## src/rtl/pipe_pkg.sv

```systemverilog
// Shared pipeline constants: stall vector width, stage indices, write-back channel indices.
package pipe_pkg;

  localparam int unsigned STALL_W = 6;

  // Stage indices into the global stall vector.
  localparam int unsigned STG_PC  = 0;
  localparam int unsigned STG_IF  = 1;
  localparam int unsigned STG_ID  = 2;
  localparam int unsigned STG_EX  = 3;
  localparam int unsigned STG_MEM = 4;
  localparam int unsigned STG_WB  = 5;

  // Write-back channel indices.
  localparam int unsigned CH_GPR = 0;
  localparam int unsigned CH_HI  = 1;
  localparam int unsigned CH_LO  = 2;
  localparam int unsigned NUM_CH = 3;

endpackage

```

## src/rtl/sat_counter.sv

```systemverilog
// Saturating up-counter with synchronous clear.
//  clk  in  rising-edge clock
//  rst  in  asynchronous active-low reset
//  clr  in  synchronous clear, wins over inc
//  inc  in  increment request; ignored once the count is all-ones
//  cnt  out registered count
module sat_counter #(
  parameter int unsigned W = 16
) (
  input  logic         clk,
  input  logic         rst,
  input  logic         clr,
  input  logic         inc,
  output logic [W-1:0] cnt
);

  logic [W-1:0] cnt_q;
  logic [W-1:0] cnt_d;

  // Next count: clear, saturating increment, or hold.
  always_comb begin
    cnt_d = cnt_q;
    if (clr) begin
      cnt_d = '0;
    end else if (inc && (cnt_q != {W{1'b1}})) begin
      cnt_d = cnt_q + W'(1);
    end
  end

  always_ff @(posedge clk or negedge rst) begin
    if (!rst) begin
      cnt_q <= '0;
    end else begin
      cnt_q <= cnt_d;
    end
  end

  assign cnt = cnt_q;

endmodule

```

## src/rtl/pipe_stage_reg.sv

```systemverilog
// Inter-stage pipeline register: valid bit plus NCH write-back channels,
// with stall/bubble/flush handling and saturating performance counters.
//  clk        in   rising-edge clock
//  rst        in   asynchronous active-low reset
//  stall      in   global stall vector; bit STAGE is ours, STAGE+1 is downstream
//  flush      in   synchronous clear of this stage, beats any stall
//  in_valid   in   upstream slot holds a real instruction
//  in_we      in   per-channel write enables
//  in_addr    in   per-channel destinations, channel c at [c*AW +: AW]
//  in_data    in   per-channel data, channel c at [c*DW +: DW]
//  out_valid  out  registered valid
//  out_we     out  registered write enables, qualified by valid
//  out_addr   out  registered destinations
//  out_data   out  registered data
//  cnt_clr    in   synchronous clear of both counters
//  stall_cnt  out  cycles with our stall bit set and no flush
//  bubble_cnt out  bubbles inserted
module pipe_stage_reg #(
  parameter int unsigned STALL_W = pipe_pkg::STALL_W,
  parameter int unsigned STAGE   = pipe_pkg::STG_EX,
  parameter int unsigned NCH     = pipe_pkg::NUM_CH,
  parameter int unsigned AW      = 5,
  parameter int unsigned DW      = 32,
  parameter int unsigned CNT_W   = 16
) (
  input  logic                clk,
  input  logic                rst,
  input  logic [STALL_W-1:0]  stall,
  input  logic                flush,
  input  logic                in_valid,
  input  logic [NCH-1:0]      in_we,
  input  logic [NCH*AW-1:0]   in_addr,
  input  logic [NCH*DW-1:0]   in_data,
  output logic                out_valid,
  output logic [NCH-1:0]      out_we,
  output logic [NCH*AW-1:0]   out_addr,
  output logic [NCH*DW-1:0]   out_data,
  input  logic                cnt_clr,
  output logic [CNT_W-1:0]    stall_cnt,
  output logic [CNT_W-1:0]    bubble_cnt
);

  localparam int unsigned PW = 1 + NCH + NCH * AW + NCH * DW;

  // The downstream stall bit must exist inside the vector.
  if (STAGE + 2 > STALL_W) begin : g_bad_stage
    $error("pipe_stage_reg: STAGE must be <= STALL_W-2");
  end

  logic          stg_stall_c;
  logic          dn_stall_c;
  logic          bubble_c;
  logic          stall_inc_c;
  logic          unused_stall;
  logic [PW-1:0] pay_q;
  logic [PW-1:0] pay_d;

  assign stg_stall_c  = stall[STAGE];
  assign dn_stall_c   = stall[STAGE+1];
  // Only two bits of the global vector matter to this stage.
  assign unused_stall = ^stall;

  assign bubble_c    = !flush && stg_stall_c && !dn_stall_c;
  assign stall_inc_c = !flush && stg_stall_c;

  // Register action by priority: flush, load, bubble, hold.
  always_comb begin
    pay_d = pay_q;
    if (flush) begin
      pay_d = '0;
    end else if (!stg_stall_c) begin
      // Invalid loads keep addr/data but never carry a write enable.
      pay_d = {in_valid, in_we & {NCH{in_valid}}, in_addr, in_data};
    end else if (!dn_stall_c) begin
      pay_d = '0;
    end
  end

  always_ff @(posedge clk or negedge rst) begin
    if (!rst) begin
      pay_q <= '0;
    end else begin
      pay_q <= pay_d;
    end
  end

  assign {out_valid, out_we, out_addr, out_data} = pay_q;

  sat_counter #(.W(CNT_W)) u_stall_cnt (
    .clk (clk),
    .rst (rst),
    .clr (cnt_clr),
    .inc (stall_inc_c),
    .cnt (stall_cnt)
  );

  sat_counter #(.W(CNT_W)) u_bubble_cnt (
    .clk (clk),
    .rst (rst),
    .clr (cnt_clr),
    .inc (bubble_c),
    .cnt (bubble_cnt)
  );

endmodule
```

## config.mk

```make
export PLATFORM = sky130hd
export DESIGN_NAME = pipe_stage_reg
export DESIGN_NICKNAME = d
export VERILOG_FILES = /design/src/rtl/pipe_pkg.sv /design/src/rtl/sat_counter.sv /design/src/rtl/pipe_stage_reg.sv
export SDC_FILE = /design/constraint.sdc
export NUM_CORES = 1
export LEC_CHECK = 0
export BUFFER_PORTS_ARGS = -buffer_cell sky130_fd_sc_hd__buf_2
export CAP_MARGIN = 20
export CORE_AREA = 2 2 115 117
export DETAILED_ROUTE_END_ITERATION = 16
export DIE_AREA = 0 0 117 119
export GPL_TIMING_DRIVEN = 0
export PLACE_DENSITY = 0.86
export REMOVE_ABC_BUFFERS = 1
export SETUP_SLACK_MARGIN = 0.15
export SYNTH_ARGS = -nofsm -noshare
export SYNTH_HDL_FRONTEND = slang
export SYNTH_SLANG_ARGS = --single-unit
```

## constraint.sdc

```tcl
create_clock -name clk -period 2.1 [get_ports clk]
set_clock_uncertainty 0.2 [all_clocks]
set_input_delay 0.42 -clock clk [delete_from_list [all_inputs] [get_ports clk]]
set_output_delay 0.42 -clock clk [all_outputs]
set_load 0.01 [all_outputs]
```

-- After elaboration in Yosys (flattened, before gate mapping)
Cells that the tools add are included.
- bits in registers: 147
- input port bits: 125
- output and inout bits: 147
- word-level logic and storage cells: 24
- add/subtract/negate cells: 2
- equality and inequality tests: 3
- muxes and demuxes: 7
- bitwise gates (word level): 1
- reductions and logical operators: 8
- operators with widths (operator ; number):
    2-to-1 mux 115 bit ; 3
    2-to-1 mux 16 bit ; 4
    adder 16 x 1 -> 16 bit, second input constant ; 2
    != test 16 bit, second input constant ; 2
    logical AND 1 bit ; 4
    nonzero test 2 bit ; 2
    AND 3 bit ; 1
    != test 3 x 2 -> 1 bit, second input constant ; 1
    logical NOT 1 bit ; 2

-- Longest topological paths before layout
- depth after elaboration: 6
- depth in mapped cells: 7

-- By module
From an unflattened synthesis, not the netlist that was laid out.
- cell total of the unflattened synthesis: 470
- area, all modules: 6149.6 µm²
- by module, submodules not included (module ; instances ; cells each ; area an instance (µm²) ; sequential area each (µm²)):
    pipe_stage_reg ; 1 ; 274 ; 4265.3 ; 2877.8
    sat_counter ; 2 ; 98 ; 942.2 ; 400.4

-- Worst setup path after synthesis
No wires, ideal clock.
- kind: register to register
- start: reg u_stall_cnt.cnt_q[8] (netlist: u_stall_cnt.cnt[8])
- end: reg u_stall_cnt.cnt_q[15] (netlist: u_stall_cnt.cnt[15])
- library setup time: 0.078 ns
- data arrival time: 1.675 ns
- data required time: 1.822 ns
- path slack: 0.147 ns
- stages on the path, launching flop included: 6
- clock period less this slack: 1.953 ns
- cells stage by stage: dfrtp_1 -> and4_4 -> nand2_4 -> or4_4 -> or3_1 -> a21oi_1
- word-level cells in the longest chain between the ends: 3
- RTL lines (item ; line ; text):
    start, declared ; sat_counter.sv:17 ; logic [W-1:0] cnt_q;
    start signal, assigned ; sat_counter.sv:34 ; cnt_q <= cnt_d;
    adder 16 x 1 -> 16 bit / != test 16 bit (equally long branches) ; sat_counter.sv:26, sat_counter.sv:25 ;
    2-to-1 mux 16 bit / logical AND 1 bit (equally long branches) ; sat_counter.sv:25 ; end else if (inc && (cnt_q != {W{1'b1}})) begin
    2-to-1 mux 16 bit / nonzero test 2 bit (equally long branches) ; n/a ;
Several ways; a longest one is shown, not always the timed one. The select of a mux whose other input is x is not followed.
A chain may end at the register's enable or synchronous reset.

-- Worst setup path after layout
- start: reg u_stall_cnt.cnt_q[11] (netlist: u_stall_cnt.cnt[11])
- end: reg u_stall_cnt.cnt_q[15] (netlist: u_stall_cnt.cnt[15])
The elaborated chain is that of the path after synthesis.

==> flow_results.org <==
** Place
- Placed cell areas :: 0.00728 mm2
- Buffers added on ports :: 267
- The number of placed instances, taps included, is 856.
- The congestion estimate from routability-driven global placement came to 0.870.
- Summed over all nets, the half-perimeter wirelength after detailed placement is 11300 um.

** Status
- The flow ran to the end, and the final reports show no timing, DRC or antenna violations.

** Clock tree
- Clock latency on the worst-skew pair :: 0.42 ns
- In this run the number of H-tree levels came out at 4.
- Clock tree synthesis selected as its root buffer the cell sky130_fd_sc_hd__clkbuf_16.
- TritonCTS built the clock tree.
- Count of clock tree sinks :: 147
- After clock tree synthesis, the clock-pin slew on the worst setup and hold paths is 0.06 ns.
- Counting the buffers created by CTS gives 17.
- Maximum buffer depth of the clock tree :: 2

** Synth
- Number of distinct library cells after synthesis :: 43
- Gate count after technology mapping :: 444
- The commonest cells after synthesis are sky130_fd_sc_hd__dfrtp_1, sky130_fd_sc_hd__a22o_1, sky130_fd_sc_hd__nor2_1.
- After synthesis, flip-flops and latches occupy 63.9% of the total area.
- Yosys instantiated no cell more often than sky130_fd_sc_hd__dfrtp_1.
- Among all flip-flop cells after synthesis, the most frequent one is sky130_fd_sc_hd__dfrtp_1.
- A synthesized cell averages 13.0 um2.
- The Yosys step of the flow raised 0 warnings.
- Cell area after synthesis :: 0.00576 mm2
- Portion of synthesized cell area occupied by the leading cell type :: 63.9%
- Yosys mapped a number of flops with a built-in enable equal to 0.
- Largest cells by area after synthesis :: sky130_fd_sc_hd__dfrtp_1, sky130_fd_sc_hd__a22o_1, sky130_fd_sc_hd__nor2_1
- Share of flip-flops with an asynchronous set or reset after synthesis :: 100%
- The biggest area contributor in the post-synthesis netlist is sky130_fd_sc_hd__dfrtp_1.
- Yosys reg bits :: 147

** Setup path
- For the worst setup path, the data required time is 2.24 ns.
- Kind of end point of the critical path :: flip-flop
- Worst EP arrival :: 2.06 ns
- Crit Path Category :: flip-flop to flip-flop
- Crit start category :: flip-flop
- Maximum fanout count along the critical path :: 5

** Die
- The floorplan step set the die height to 119 um.
- From left edge to right edge, the die measures 117 um.
- Pin placement for this block handled 272 I/O pins.
- Die ar. :: 0.0139 mm2
- The floorplan step defined a core boundary enclosing 0.0129 mm2.
- Row generation in the floorplan step produced 42 rows.
- For this configuration, the core starts out at a cell density of 44.7%.

** Power
- The analysis attributes to net switching a power of 1.64 mW.
- In this run, the combinational gates consume 8.9% of the power.
- Leakage power figure :: 4.42 nW
- The share of total power dissipated in the clock network is 46.7%.
- IR analysis of the VDD net gives a maximum drop of 0.566 mV.
- For this design the ratio of total power to cell area is 825 mW/mm2.
- In this run, flip-flops and latches consume 44.4% of the power.
- Sw Ratio :: 24.2%
- Internal :: 5.14 mW

** Layout
- Share of final-layout standard cells stronger than drive strength 1 :: 45.3%
- Once layout is complete, the cells apart from fillers number 914.
- Compared with the post-synthesis result, the final layout area differs by 42.5%.
- Number of antenna diodes :: 0
- The multi-input combinational cells in the finished layout cover a total of 0.00200 mm2.
- Across the whole layout, storage elements account for 0.00368 mm2.
- Counting the fill cells in the layout gives 944.
- Nets@finish :: 853
- Final std cell area, no fill :: 0.00821 mm2

** Drt
- Number of DRC violations after detailed routing :: 0
- Across all layers, the routed design uses 4984 vias.
- After detailed routing, the total wire length is 17100 um.
- In the final routed layout, each cell accounts on average for 18.7 um.
- In this run, the number of DRC markers left after iteration 0 of detailed routing was 348.
- Number of iterations in the first detailed-routing pass :: 6
- After detailed routing, the number of vias per cell comes to 5.45.
- The count of nets left with antenna violations once routing finished came out at 0.

** Timing
- Setup repair after global routing could not meet its margin everywhere.
- Final number of setup-violating endpoints :: 0
- In this run the tightest slew margin relative to its limit is 33.8%.
- Final period demand of the worst path :: 1.92 ns
- Hold violation count in the final report :: 0
- Max-slew violation count :: 0
- Max frequency :: 520 MHz
- After layout, the worst path uses 91.6% of the clock period.
- Pin slew with the least headroom to its limit :: 0.991 ns

** Global route
- The via count of the first global-routing pass is 5100.
- The first global-routing pass estimated 26500 um of wire.
- For this run the aggregate overflow at the end of global routing stands at 0.
- Number of antenna violations at the first check in global routing :: 1
- Largest net degree at the start of global routing :: 86
- Global-route total usage across every layer :: 24.8%

** Run
- Max-cap violations in this run came to 0.

** Hold path
- The path class of the tightest hold or removal check is input pin to flip-flop.
## cell families (layout without fill, tap and decap cells)
logic type / Yosys count / in the layout / synth area share, %
AOI/OAI and AO/OA: 139 / 139 / 20.1
xor gates and xnor gates: 25 / 25 / 3.80
adders and majority gates: 2 / 2 / 0.434
buffers and inverters: 37 / 329 / 2.78
DFF: 147 / 147 / 63.9
muxes: 3 / 3 / 0.521
and+or+nand+nor: 91 / 93 / 8.51
## cells in the final DEF, fill, tap and decap left out, types with 5 or more instances in the layout
cell type	synthesis	layout
sky130_fd_sc_hd__dlygate4sd3_1	0	17
sky130_fd_sc_hd__xnor2_1	11	11
sky130_fd_sc_hd__clkbuf_16	0	17
sky130_fd_sc_hd__xor2_1	14	14
sky130_fd_sc_hd__nor2_1	35	33
sky130_fd_sc_hd__nand4_1	12	12
sky130_fd_sc_hd__buf_2	7	266
sky130_fd_sc_hd__a22o_1	112	112
sky130_fd_sc_hd__nand3_1	8	7
sky130_fd_sc_hd__dfrtp_1	147	143
sky130_fd_sc_hd__nand2_1	6	6
sky130_fd_sc_hd__a21oi_1	7	7
sky130_fd_sc_hd__and3_1	5	5
sky130_fd_sc_hd__buf_4	0	7
## stage by stage
stage               utilization [%]  TNS [ns]  power [mW]  setup WS (ns)  hold slack (ns)
detailed placement             56.6    -19.54        3.62         -0.315            0.243
global route                   63.8         0        7.01         0.0853          0.00282
CTS                            63.1         0        6.81          0.154        0.0000700
global placement               55.6   -724.85        3.60          -4.41            0.275
finish                         63.8         0        6.78          0.177           0.0170
floorplan                         -   -291.77        3.26          -2.59          -0.0756
## metal layers
metal  global-route usage (%)  routed length (um)  vias to the layer above  share of wire [%]
met4                     10.2                 425                        2                2.5
met3                     7.53                1200                       32                7.0
met2                     41.7                8890                      221                 52
met5                        0                  10                        -              0.059
li1                         -                   -                     2229                  -
met1                     29.4                6570                     2500                 38
## worst max-delay path: stages (launching register included)
cell                      delay [ns]
sky130_fd_sc_hd__dfrtp_1        0.38
sky130_fd_sc_hd__and4_4         0.27
sky130_fd_sc_hd__nand2_4        0.07
sky130_fd_sc_hd__or4_4          0.49
sky130_fd_sc_hd__or3_1          0.32
sky130_fd_sc_hd__a21oi_1        0.13
## state kept, by name (all words and copies together), names as in the netlist
| register | flops |
|---|---|
| u_stall_cnt.cnt | 16 |
| u_bubble_cnt.cnt | 16 |
| pay_q | 115 |
## path summary, 6_finish.rpt
| check | from | to | slack, ns | cells after the start |
|---|---|---|---|---|
| setup reg to reg | u_stall_cnt.cnt[11] | u_stall_cnt.cnt[15] | 0.18 | 5 |
| setup / recovery | u_stall_cnt.cnt[11] | u_stall_cnt.cnt[15] | 0.18 | 5 |
| min in group asynchronous | rst | u_bubble_cnt.cnt[15] | 0.36 | 2 |
| hold reg to reg | pay_q[113] | pay_q[113] | 0.30 | 1 |
| max in group asynchronous | rst | pay_q[101] | 0.53 | 3 |
| hold / removal | in_data[13] | pay_q[13] | 0.02 | 2 |
## final cells by class
| cell class | count | area share, % |
|---|---|---|
| repair buffers | 296 | 20.5 |
| flip-flops and latches | 147 | 44.9 |
| multi-input cells | 262 | 24.4 |
| well taps | 176 | 2.68 |
| inverters | 2 | 0.0914 |
| clock buffers | 18 | 5.35 |
| clock inverters | 13 | 2.15 |
## power by group through the flow
stage / Combinational [mW] / Sequential [mW] / Clock (mW)
2_1_floorplan: 0.160 / 3.10 / 0
3_3_place_gp: 0.546 / 3.05 / 0
4_1_cts: 0.598 / 3.01 / 3.21
5_1_grt: 0.652 / 3.02 / 3.34
6_report: 0.602 / 3.01 / 3.17
3_5_place_dp: 0.569 / 3.05 / 0
## what timing repair did
action,in CTS,in global routing
gates cloned,1,1
endpoints found under the hold margin,78,0
endpoints found under the setup margin,67,21
hold buffers,17,0
setup buffers,4,4
pin swaps,2,4
resized for setup,5,13
No activity file was read; power rests on OpenSTA's default activity.
